$ cat src/rtl/dreimann_round_ctrl_pkg.sv
// Shared definitions for the DreiMann round sequencer: state encodings, result codes,
// display-source codes and the game-rule evaluation function.
package dreimann_round_ctrl_pkg;

  typedef enum logic [2:0] {
    StWait    = 3'd0,
    StEval    = 3'd1,
    StShowD1  = 3'd2,
    StShowD2  = 3'd3,
    StShowRes = 3'd4,
    StClear   = 3'd5
  } state_e;

  typedef enum logic [1:0] {
    ResNone  = 2'd0,
    ResDrink = 2'd1,
    ResNewDm = 2'd2,
    ResDouble = 2'd3
  } result_e;

  typedef enum logic [1:0] {
    SelBlank = 2'd0,
    SelD1    = 2'd1,
    SelD2    = 2'd2,
    SelRes   = 2'd3
  } sel_e;

  // Game rule; the order of the checks encodes the rule priority (3+3 is DRINK, not DOUBLE).
  function automatic result_e eval_result(input logic [2:0] v1, input logic [2:0] v2);
    logic [3:0] sum;
    sum = {1'b0, v1} + {1'b0, v2};
    if (v1 == 3'd0 || v1 == 3'd7 || v2 == 3'd0 || v2 == 3'd7) return ResNone;
    else if (sum == 4'd3)                                      return ResNewDm;
    else if (v1 == 3'd3 || v2 == 3'd3)                         return ResDrink;
    else if (v1 == v2)                                         return ResDouble;
    else                                                       return ResNone;
  endfunction

endpackage

$ cat src/rtl/dreimann_round_ctrl_if.sv
// Handshake/display bundle between the dice controllers, the round sequencer and the
// display path.
//   master: drives done1/val1/done2/val2/ack, observes sequencer outputs.
//   slave : the round sequencer itself.
interface dreimann_round_ctrl_if;
  logic       done1;
  logic [2:0] val1;
  logic       done2;
  logic [2:0] val2;
  logic       ack;
  logic       rearm;
  logic [1:0] disp_sel;
  logic [3:0] disp_val;
  logic [1:0] result;
  logic       result_valid;
  logic [3:0] drink_count;
  logic       busy;

  modport master (
    output done1, val1, done2, val2, ack,
    input  rearm, disp_sel, disp_val, result, result_valid, drink_count, busy
  );

  modport slave (
    input  done1, val1, done2, val2, ack,
    output rearm, disp_sel, disp_val, result, result_valid, drink_count, busy
  );
endinterface

$ cat src/rtl/dreimann_round_ctrl_show_timer.sv
// 24-bit loadable down-counter. done_o is high while the count is zero; load_i takes
// priority over counting.
//   clk_i, rst_i (async, active-high), load_i, load_val_i[23:0], done_o
module dreimann_round_ctrl_show_timer (
  input  logic        clk_i,
  input  logic        rst_i,
  input  logic        load_i,
  input  logic [23:0] load_val_i,
  output logic        done_o
);

  logic [23:0] cnt_q, cnt_d;

  always_comb begin
    cnt_d = cnt_q;
    if (load_i)              cnt_d = load_val_i;
    else if (cnt_q != 24'd0) cnt_d = cnt_q - 24'd1;
  end

  always_ff @(posedge clk_i or posedge rst_i) begin
    if (rst_i) cnt_q <= 24'd0;
    else       cnt_q <= cnt_d;
  end

  assign done_o = (cnt_q == 24'd0);

endmodule

$ cat src/rtl/dreimann_round_ctrl.sv
// DreiMann round sequencer. Latches both dice, evaluates the rule, shows die 1, die 2
// and the result on the shared display path, then re-arms the dice on ack.
//   clk, rst (async, active-high)
//   bus (slave): done1/val1, done2/val2, ack in; rearm, disp_sel, disp_val, result,
//                result_valid, drink_count, busy out
// Optional: define DREIMANN_AUTO_ADVANCE_EN to leave SHOW_RES after 4*SHOW_CYCLES
// cycles without ack.
module dreimann_round_ctrl
  import dreimann_round_ctrl_pkg::*;
#(
  parameter int unsigned SHOW_CYCLES = 5_000_000
) (
  input logic                 clk,
  input logic                 rst,
  dreimann_round_ctrl_if.slave bus
);

  localparam logic [23:0] ShowLoad = 24'(SHOW_CYCLES - 1);

  state_e     state_q, state_d;
  logic       lat1_q, lat1_d, lat2_q, lat2_d;
  logic [2:0] val1_q, val1_d, val2_q, val2_d;
  result_e    result_q, result_d;
  logic       result_valid_q, result_valid_d;
  logic [1:0] disp_sel_q, disp_sel_d;
  logic [3:0] disp_val_q, disp_val_d;
  logic [3:0] drink_q, drink_d;
  logic       tmr_load, tmr_done;
`ifdef DREIMANN_AUTO_ADVANCE_EN
  // SHOW_RES timeout runs the shared timer for four laps of SHOW_CYCLES.
  logic [1:0] lap_q, lap_d;
`endif

  dreimann_round_ctrl_show_timer u_show_timer (
    .clk_i      (clk),
    .rst_i      (rst),
    .load_i     (tmr_load),
    .load_val_i (ShowLoad),
    .done_o     (tmr_done)
  );

  always_comb begin
    state_d  = state_q;
    lat1_d   = lat1_q;
    lat2_d   = lat2_q;
    val1_d   = val1_q;
    val2_d   = val2_q;
    result_d = result_q;
    drink_d  = drink_q;
    tmr_load = 1'b0;
`ifdef DREIMANN_AUTO_ADVANCE_EN
    lap_d    = lap_q;
`endif
    unique case (state_q)
      StWait: begin
        if (bus.done1 && !lat1_q) begin
          lat1_d = 1'b1;
          val1_d = bus.val1;
        end
        if (bus.done2 && !lat2_q) begin
          lat2_d = 1'b1;
          val2_d = bus.val2;
        end
        if (lat1_d && lat2_d) state_d = StEval;
      end
      StEval: begin
        result_d = eval_result(val1_q, val2_q);
        if (result_d == ResDrink && drink_q != 4'hf) drink_d = drink_q + 4'd1;
        tmr_load = 1'b1;
        state_d  = StShowD1;
      end
      StShowD1: begin
        if (tmr_done) begin
          tmr_load = 1'b1;
          state_d  = StShowD2;
        end
      end
      StShowD2: begin
        if (tmr_done) begin
          tmr_load = 1'b1;
          state_d  = StShowRes;
`ifdef DREIMANN_AUTO_ADVANCE_EN
          lap_d    = 2'd0;
`endif
        end
      end
      StShowRes: begin
        if (bus.ack) begin
          state_d = StClear;
        end
`ifdef DREIMANN_AUTO_ADVANCE_EN
        else if (tmr_done) begin
          if (lap_q == 2'd3) begin
            state_d = StClear;
          end else begin
            lap_d    = lap_q + 2'd1;
            tmr_load = 1'b1;
          end
        end
`endif
      end
      StClear: begin
        lat1_d  = 1'b0;
        lat2_d  = 1'b0;
        state_d = StWait;
      end
      default: state_d = StWait;
    endcase
  end

  // Display outputs are registered from the next state so they are valid in the first
  // cycle of each SHOW state.
  always_comb begin
    disp_sel_d     = SelBlank;
    disp_val_d     = 4'd0;
    result_valid_d = (state_d == StShowRes);
    unique case (state_d)
      StShowD1: begin
        disp_sel_d = SelD1;
        disp_val_d = {1'b0, val1_q};
      end
      StShowD2: begin
        disp_sel_d = SelD2;
        disp_val_d = {1'b0, val2_q};
      end
      StShowRes: begin
        disp_sel_d = SelRes;
        disp_val_d = {2'b00, result_q};
      end
      default: ;
    endcase
  end

  always_ff @(posedge clk or posedge rst) begin
    if (rst) begin
      state_q        <= StWait;
      lat1_q         <= 1'b0;
      lat2_q         <= 1'b0;
      val1_q         <= 3'd0;
      val2_q         <= 3'd0;
      result_q       <= ResNone;
      result_valid_q <= 1'b0;
      disp_sel_q     <= 2'd0;
      disp_val_q     <= 4'd0;
      drink_q        <= 4'd0;
`ifdef DREIMANN_AUTO_ADVANCE_EN
      lap_q          <= 2'd0;
`endif
    end else begin
      state_q        <= state_d;
      lat1_q         <= lat1_d;
      lat2_q         <= lat2_d;
      val1_q         <= val1_d;
      val2_q         <= val2_d;
      result_q       <= result_d;
      result_valid_q <= result_valid_d;
      disp_sel_q     <= disp_sel_d;
      disp_val_q     <= disp_val_d;
      drink_q        <= drink_d;
`ifdef DREIMANN_AUTO_ADVANCE_EN
      lap_q          <= lap_d;
`endif
    end
  end

  assign bus.rearm        = (state_q == StClear);
  assign bus.busy         = (state_q != StWait);
  assign bus.disp_sel     = disp_sel_q;
  assign bus.disp_val     = disp_val_q;
  assign bus.result       = result_q;
  assign bus.result_valid = result_valid_q;
  assign bus.drink_count  = drink_q;

endmodule

$ cat src/flat_wrapper.sv
// flat-port wrapper written by rule: the top's interface ports become plain ports
module dreimann_round_ctrl_flat import dreimann_round_ctrl_pkg::*;
#(
  parameter int unsigned SHOW_CYCLES = 5_000_000
)
  (clk, rst, bus_done1, bus_val1, bus_done2, bus_val2, bus_ack, bus_rearm, bus_disp_sel, bus_disp_val, bus_result, bus_result_valid, bus_drink_count, bus_busy);
  dreimann_round_ctrl_if bus_i ();
  input logic clk;
  input logic rst;
  input wire logic [$bits(bus_i.done1)-1:0] bus_done1;
  input wire logic [$bits(bus_i.val1)-1:0] bus_val1;
  input wire logic [$bits(bus_i.done2)-1:0] bus_done2;
  input wire logic [$bits(bus_i.val2)-1:0] bus_val2;
  input wire logic [$bits(bus_i.ack)-1:0] bus_ack;
  output wire logic [$bits(bus_i.rearm)-1:0] bus_rearm;
  output wire logic [$bits(bus_i.disp_sel)-1:0] bus_disp_sel;
  output wire logic [$bits(bus_i.disp_val)-1:0] bus_disp_val;
  output wire logic [$bits(bus_i.result)-1:0] bus_result;
  output wire logic [$bits(bus_i.result_valid)-1:0] bus_result_valid;
  output wire logic [$bits(bus_i.drink_count)-1:0] bus_drink_count;
  output wire logic [$bits(bus_i.busy)-1:0] bus_busy;
  assign bus_i.done1 = bus_done1;
  assign bus_i.val1 = bus_val1;
  assign bus_i.done2 = bus_done2;
  assign bus_i.val2 = bus_val2;
  assign bus_i.ack = bus_ack;
  assign bus_rearm = bus_i.rearm;
  assign bus_disp_sel = bus_i.disp_sel;
  assign bus_disp_val = bus_i.disp_val;
  assign bus_result = bus_i.result;
  assign bus_result_valid = bus_i.result_valid;
  assign bus_drink_count = bus_i.drink_count;
  assign bus_busy = bus_i.busy;
  dreimann_round_ctrl #(.SHOW_CYCLES(SHOW_CYCLES)) u_core (.clk(clk), .rst(rst), .bus(bus_i));
endmodule
$ cat config.mk
export PLATFORM = sky130hd
export DESIGN_NAME = dreimann_round_ctrl_flat
export DESIGN_NICKNAME = d
export VERILOG_FILES = /design/src/rtl/dreimann_round_ctrl_pkg.sv /design/src/rtl/dreimann_round_ctrl_if.sv /design/src/rtl/dreimann_round_ctrl_show_timer.sv /design/src/rtl/dreimann_round_ctrl.sv /design/src/flat_wrapper.sv
export SDC_FILE = /design/constraint.sdc
export NUM_CORES = 1
export LEC_CHECK = 0
export ABC_AREA = 0
export CORE_ASPECT_RATIO = 0.7
export CORE_MARGIN = 5
export CORE_UTILIZATION = 56
export DETAILED_ROUTE_END_ITERATION = 8
export HOLD_SLACK_MARGIN = 0.02
export PLACE_DENSITY = 0.81
export SYNTH_ARGS = -nofsm -noshare
export SYNTH_HDL_FRONTEND = slang
export SYNTH_SLANG_ARGS = --single-unit
$ cat constraint.sdc
create_clock -name clk -period 2.9 [get_ports clk]
set_input_delay 0.58 -clock clk [delete_from_list [all_inputs] [get_ports clk]]
set_output_delay 0.58 -clock clk [all_outputs]
set_load 0.02 [all_outputs]
# ---- Yosys cells after proc, flatten, opt, wreduce, memory -nomap -nowiden
# Index checks and enable logic that the tools add are counted.
# W data, S select, Z words.
dict set report classes {
  n_addsub 3
  n_eq_ne 16
  mux 22
  reduce_logical 22
}
# op n
set op_table {}
lappend op_table {{$mux W24} 2}
lappend op_table {{$logic_not A24 Y1} 1}
lappend op_table {{$reduce_bool A24 Y1} 1}
lappend op_table {{$sub A24 B1 Y24 const B} 1}
lappend op_table {{$eq A3 B2 Y1 const B} 6}
lappend op_table {{$eq A3 B3 Y1 const B} 5}
lappend op_table {{$pmux W3 S5} 1}
lappend op_table {{$mux W3} 4}
lappend op_table {{$mux W2} 5}
lappend op_table {{$logic_not A3 Y1} 3}
lappend op_table {{$pmux W3 S3} 1}
lappend op_table {{$pmux W1 S2} 3}
lappend op_table {{$pmux W2 S3} 1}
lappend op_table {{$reduce_and A2 Y1} 3}
lappend op_table {{$mux W1} 5}
lappend op_table {{$add A3 B3 Y4} 1}
lappend op_table {{$add A4 B1 Y4 const B} 1}
lappend op_table {{$eq A4 B2 Y1 const B} 1}
lappend op_table {{$logic_and A1 B1 Y1} 4}
lappend op_table {{$logic_or A1 B1 Y1} 4}
lappend op_table {{$ne A4 B4 Y1 const B} 1}
lappend op_table {{$reduce_bool A2 Y1} 2}
lappend op_table {{$eq A3 B1 Y1 const B} 1}
lappend op_table {{$eq A3 B3 Y1} 1}
lappend op_table {{other kinds (4)} 5}
dict set report word_totals {
  ff_bits 47
  inputBits 11
  out_inout_bits 15
  elab_cells 74
}

# ---- Longest topological paths before layout
# Gate-level depths: netlist (run 1).
dict set report logic_depth {
  ltp_word 9
  depth_mapped 9
}

# ---- Cells and area by module
# Synthesis (run 1) repeated with hierarchy kept, for this count alone.
dict set report hier_totals {
  hier_cells 288
  area_unflattened_um2 2763.9
}
# mod n_inst cells_per_inst area_per_inst_um2 seq_area_each_um2
set by_module_without_submodules {}
lappend by_module_without_submodules {dreimann_round_ctrl_show_timer 1 178 1581.5 600.6}
lappend by_module_without_submodules {dreimann_round_ctrl 1 110 1182.4 575.6}

# ---- Worst setup path after synthesis (run 1)
# Ideal clock, no wire load.
dict set report synth_path {
  path_kind {flip-flop to flip-flop}
  startpoint {register u_core.u_show_timer.cnt_q[0]}
  endpoint {register u_core.u_show_timer.cnt_q[12]}
  setup_time_ps 132
  arrival_time_ps 2040
  required_time_ps 2768
  setup_slack_ps 728
  stages_incl_launch_ff 10
  path_buffers 1
  cell_sequence {dfrtp_1 > inv_1 > ha_1 > nor3b_1 > nand4_1 > nor3_1 > buf_2 > nor3_1 > xnor2_1 > nor2_1}
}
dict set report synth_between {
  elab_chain_len 4
  elab_cells_between_ends 8
  classes_between {add/sub (1); mux (4); reduce/logical (3)}
}
# item line
set synth_rtl {}
lappend synth_rtl {{from (decl)} dreimann_round_ctrl_show_timer.sv:12} ;# logic [23:0] cnt_q, cnt_d;
lappend synth_rtl {{from (signal assigned)} dreimann_round_ctrl_show_timer.sv:22} ;# else cnt_q <= cnt_d;
lappend synth_rtl {{branches (longest 4 deep; another with $sub A24 B1 Y24)} n/a}
# Several ways; the timed one is not identified. The select of a mux whose other input is x is not followed.
# A chain may end at the register's enable or synchronous reset.

# ---- Worst setup path after layout (run 1)
dict set report layout_path {
  startpoint {register u_core.state_q[0]}
  endpoint {output bus_busy}
}
dict set report layout_between {
  elab_chain_len 1
}
# item line
set layout_rtl {}
lappend layout_rtl {{from (decl)} dreimann_round_ctrl.sv:20} ;# state_e state_q, state_d;
lappend layout_rtl {{from (signal assigned)} dreimann_round_ctrl.sv:136} ;# state_q <= StWait;
lappend layout_rtl {{from (signal assigned)} dreimann_round_ctrl.sv:150} ;# state_q <= state_d;
lappend layout_rtl {{$reduce_bool A3 Y1} dreimann_round_ctrl.sv:167} ;# assign bus.busy = (state_q != StWait);
lappend layout_rtl {{to (decl)} flat_wrapper.sv:21} ;# output wire logic [$bits(bus_i.busy)-1:0] bus_busy;
# No other way between the ends.

==> results_dict.tcl, run 1 <==
set metrics [dict create \
    synth.ff_latch_count 47 \
    critPathSlowestCell "clkdlybuf4s50_1" \
    clock_path_buffers 2 \
    r2r_cells 8 \
    slowest_delay_ns 0.56 \
    finalSetupViolations 0 \
    rsz0062_at_grt "no" \
    dieHeight_um 65.5 \
    rows 20 \
    slew_headroom_pct 55.7 \
    wl_met3_um 302 \
    worstSkewPairLatency_ns 0.29 \
    drt_wl_total_um 5460 \
    antenna_cells 0 \
    cts.htree.levels 2 \
    setup_tns_ns 0 \
    place_ws_ns 0.457 \
    dieArea_um2 5840 \
    clk_pin_slew_ns 0.08 \
    drive_above_1_share_pct 8.66 \
    clock_sinks 47 \
    reg2reg_from "u_core.u_show_timer.cnt_q[0]" \
    synthFlopType "dfrtp_1" \
    wl_per_cell_um 16.4 \
    root_buffer "clkbuf_8" \
    initial_utilization_pct 57.2 \
    cp_max_fo 11 \
    wl_met1_um 2740 \
    nets 295 \
    cts_tree "yes" \
    die_width_um 89.2 \
    dp_hpwl_um 4070 \
    crit_chain "nor3_1 > inv_1 > clkdlybuf4s50_1" \
    min_period_ns 2.61 \
    drt_iter0_markers 133 \
    reg2reg_slack_ns 0.40 \
    wl_met2_um 2370 \
    ant_nets 0 \
    gp_congestion 0.896 \
    hold_path.class "input port to async pin" \
    synth.distinct_cells 47 \
    core_area_um2 4300 \
    viasPerCell 5.86 \
    drc_errors 0 \
    dr_total_vias 1944 \
    port_buffers 24 \
    endpoint "bus_busy" \
    crit_type "register to output pin" \
    p_leak_nw 1.19 \
    overflow 0 \
    grt_antenna_before_repair 0 \
    synth-edff-count 0 \
    placed_area_um2 2780 \
    dr.pass1.iters 4 \
    required_ns 2.32 \
    num_io_pins 26 \
    power_mw 1.05 \
    fillers 354 \
    outcome "completed" \
    startpoint "u_core.state_q[0]" \
    synth_nets 265 \
    worst_ep_arrival_time_ns 2.03 \
    syn2layout_area_growth_pct 15.9 \
    grt_pass1_wl_um 9380 \
    highest_layer "met4" \
    first_global_vias 1833 \
    syn_inst 248 \
    cts_resized 0 \
    regToRegEndpoint "u_core.bus.disp_val[0]" \
    dp_cells 326 \
    yosysWarnings 0 \
    post-cts-setup-buffers 0 \
    ys_seq_area_share_pct 47.8 \
    end_kind "output pin" \
    setup_ws_ns 0.294 \
    stdcell_area_um2 2850 \
    final_cell_mix "47 x dfrtp_1, 28 x nand2_1, 24 x clkdlybuf4s50_1" \
    fmax_ghz 0.384 \
    grt.total_usage_pct 20.9 \
    maxCapViolCount 0 \
    tightest_slew_ns 0.662 \
    ir_worst_vdd_mv 0.302 \
    syn_area_per_cell_um2 9.92 \
    hold_viol_final 0 \
    final_common_cell "dfrtp_1" \
    hold_buffers 0 \
    crit_path_start_kind "register" \
    stdcell_count 332 \
    numCtsBuffers 5 \
    power_density_nw_per_um2 367 \
    finalCritPeriodShare_pct 89.9 \
    slew_violations 0 \
    grt_max_degree 42 \
    syn_area_um2 2460 \
    async_flop_share_pct 100 \
    fin_worst_skew_ns 0.00248 \
]
[metrics by stage]
step,utilization [%],hold slack [ns]
floorplan,-,0.485
global placement,64.6,0.487
detailed placement,64.6,0.493
CTS,66.3,0.476
global route,66.3,0.479
finish,66.3,0.477
[metal layers]
metal | global-route usage, % | vias up
met3 | 4.51 | 4
met2 | 29.9 | 48
li1 | - | 942
met1 | 32.4 | 950
met5 | 0 | -
met4 | 4.46 | 0
[critical path: cells and delay by family, from the launching register on]
kind                   cells  cell delay (ns)
AND/OR/NAND/NOR            1             0.55
buffers and inverters      2             0.66
flip-flops                 1             0.53
[how the worst min path moves through the flow]
stage / endpoint
2_1_floorplan: u_core.lat2_q
3_3_place_gp: u_core.bus.drink_count[3]
3_5_place_dp: u_core.bus.drink_count[3]
4_1_cts: u_core.val2_q[1]
5_1_grt: u_core.val1_q[1]
6_report: u_core.val2_q[1]
[sequential cells by signal, summed over array words and instances, names as in the netlist]
signal,flops
u_core.bus.disp_sel,2
u_core.bus.disp_val,3
u_core.bus.drink_count,4
u_core.bus.result,2
u_core.bus.result_valid,1
u_core.lat1_q,1
u_core.lat2_q,1
u_core.state_q,3
u_core.u_show_timer.cnt_q,24
u_core.val1_q,3
u_core.val2_q,3
[Yosys cell counts, types with 5 or more instances]
library cell | n | share of area, %
xnor2_1 | 18 | 6.4
nand2_1 | 28 | 4.3
nor3_1 | 13 | 2.6
dfrtp_1 | 47 | 48
inv_1 | 7 | 1.1
ha_1 | 5 | 2.5
mux2_2 | 7 | 3.2
nor4_1 | 8 | 2.0
nor2_1 | 23 | 3.5
a21oi_1 | 9 | 1.8
or3_1 | 7 | 1.8
o21ai_0 | 11 | 2.2
[where the power goes]
part           total [mW]  switching [mW]  internal, mW
registers           0.655               0         0.655
clock network       0.362           0.201         0.161
logic              0.0305          0.0172        0.0133
total                1.05           0.219         0.829
[layout make-up]
cell class | count | area [um2] | share of cell area (%)
tap | 55 | 68.8 | 2.41
sequential | 47 | 1180 | 41.2
timing repair buffer | 29 | 278 | 9.74
inverter | 7 | 26.3 | 0.921
clock buffer | 6 | 72.6 | 2.54
multi-input combinational | 188 | 1230 | 43.1
[cells by family after synthesis]
logic type	share of synthesized area, %
AOI/OAI and AO/OA	10.4
xor gates and xnor gates	7.83
adders and majority gates	3.36
buffers and inverters	2.19
DFF	47.8
muxes	4.43
other	0.152
and+or+nand+nor	23.9
(Power assumes the default switching activity.)
==> inputs of run 2 (changes only) <==
Settings changed: GPL_TIMING_DRIVEN from default to 0.
==> run 2 against run 1 <==
Net effect: first-iteration DRC count is 0.75% lower; clock-buffer cell count up 1; clock power up 6.1%; routed wire length down 6.8%; sequential power about the same; hold slack gained 0.038 ns; critical path depth increased by 1; non-clock buffer count up 2; register-to-register slack worse by 0.12 ns; cell count increased by 1.2%; global-route usage is 1.1 points lower; clock skew rose by 0.0078 ns; highest routed layer unchanged.
==> results_dict.tcl, run 2 (synthesis results as in run 1) <==
set metrics [dict create \
    dieHeight_um 65.5 \
    end_kind "output pin" \
    power.share.combinational_pct 3.1 \
    numCtsBuffers 5 \
    reg2reg_slack_ns 0.28 \
    hold_viol_final 0 \
    holdPathEnd "u_core.bus.drink_count[2]" \
    viasPerCell 5.84 \
    worstSkewPairLatency_ns 0.30 \
    overflow 0 \
    finalSetupViolations 0 \
    die_width_um 89.2 \
    crit_type "register to output pin" \
    drc_errors 0 \
    finalCritPeriodShare_pct 93.3 \
    gp_congestion 0.842 \
    num_io_pins 26 \
    cts_tree "yes" \
    dp_hpwl_um 3780 \
    slowest_delay_ns 0.56 \
    setup_tns_ns 0 \
    initial_utilization_pct 57.2 \
    worst_ep_arrival_time_ns 2.13 \
    root_buffer "clkbuf_8" \
    antenna_cells 0 \
    crit_path_start_kind "register" \
    fillers 343 \
    slew_headroom_pct 61.0 \
    rsz0062_at_grt "yes" \
    clkPwrFrac_pct 35.8 \
    outcome "completed" \
    drt_wl_total_um 5090 \
    crit_family "buffers and inverters" \
    clock_path_buffers 2 \
    clk_pin_slew_ns 0.08 \
    nets 297 \
    p_int_uw 840 \
    r2r_cells 8 \
    drt_iter0_markers 132 \
    required_ns 2.32 \
    hold_path.class "register to register" \
    first_global_vias 1819 \
    dr_total_vias 1961 \
    place_ws_ns 0.244 \
    grt_antenna_before_repair 0 \
    final_cell_mix "47 x dfrtp_1, 28 x nand2_1, 24 x clkdlybuf4s50_1" \
    port_buffers 24 \
    maxCapViolCount 0 \
    final_common_cell "dfrtp_1" \
    min_period_ns 2.71 \
    rows 20 \
    hold_depth 1 \
    dr.pass1.iters 4 \
    net-switching-power_uw 232 \
    hold-worst-slack_ns 0.515 \
    post-cts-setup-buffers 0 \
    critPathSlowestCell "nor3_1" \
    wl_per_cell_um 15.1 \
    ir_worst_vdd_mv 0.338 \
    cp_max_fo 10 \
    dieArea_um2 5840 \
    path_buf_inv 3 \
    crit_chain "clkbuf_1 > nor3_1 > inv_1 > clkdlybuf4s50_1" \
    slew_violations 0 \
    p_leak_nw 1.19 \
    fin_worst_skew_ns 0.0103 \
    hold_start "u_core.bus.drink_count[2]" \
    grt_pass1_wl_um 8870 \
    tightest_slew_ns 0.580 \
    grt_max_degree 35 \
    setup_ws_ns 0.195 \
    cts.htree.levels 2 \
    reg2reg_from "u_core.u_show_timer.cnt_q[0]" \
    regToRegEndpoint "u_core.u_show_timer.cnt_q[20]" \
    grt.total_usage_pct 19.8 \
    regMostFlops "u_core.u_show_timer.cnt_q" \
    pwr-share-seq_pct 61.0 \
    largest_register_ffs 24 \
    fmax_ghz 0.370 \
    power_density_nw_per_um2 373 \
    switching_share_pct 21.7 \
    clock_sinks 47 \
    drive_above_1_share_pct 8.90 \
    core_area_um2 4300 \
    ant_nets 0 \
    syn2layout_area_growth_pct 17.0 \
]
## run 2: per-layer routing
metal | vias to the layer above | track usage, % | wire length (um)
met4 | 0 | 7.99 | 70
met3 | 7 | 4.01 | 263
met1 | 951 | 31.3 | 2630
li1 | 952 | - | -
met2 | 51 | 25.9 | 2120
met5 | - | 0 | 0
## run 2: cell type report
class                      count  area [um2]  area share, %
buffer                         6        27.5          0.957
clock buffer                   7        76.3           2.65
clock inverter                 1        5.00          0.174
inverter                       7        26.3          0.913
multi-input combinational    188        1240           43.0
sequential                    47        1180           40.9
tap                           55        68.8           2.39
timing repair buffer          25         260           9.04
## run 2: power groups by stage
stage | clock network (mW) | registers [mW] | logic [mW]
after CTS | 0.396 | 0.655 | 0.0345
after floorplan | 0 | 0.668 | 0.0126
after global routing | 0.420 | 0.655 | 0.0381
after global placement | 0 | 0.668 | 0.0308
final | 0.384 | 0.655 | 0.0336
after detailed placement | 0 | 0.668 | 0.0345
## run 2: worst max path at each step
stage          depth (start not counted)                             to                          from  slack, ns
2_1_floorplan                          9  u_core.u_show_timer.cnt_q[12]  u_core.u_show_timer.cnt_q[0]       0.73
3_3_place_gp                           9  u_core.u_show_timer.cnt_q[12]  u_core.u_show_timer.cnt_q[0]       0.26
3_5_place_dp                           9  u_core.u_show_timer.cnt_q[10]  u_core.u_show_timer.cnt_q[0]       0.24
4_1_cts                                4                       bus_busy             u_core.state_q[0]       0.19
5_1_grt                                8  u_core.u_show_timer.cnt_q[10]  u_core.u_show_timer.cnt_q[0]     -0.006
6_report                               4                       bus_busy             u_core.state_q[0]       0.19
## run 2: per-stage QoR
stage               total power, mW  area, um2  util (%)  std cells
CTS                            1.09       2870      66.7        336
floorplan                     0.680       2460         -        248
detailed placement            0.702       2790      64.8        328
global placement              0.699       2770      64.3        327
finish                         1.07       2880      66.9        336
global route                   1.11       2880      66.9        336
## run 2: repair_timing
action,4_1_cts,5_1_grt
endpoints found under the setup margin,0,18
resized for setup,0,2
hold buffers,0,0
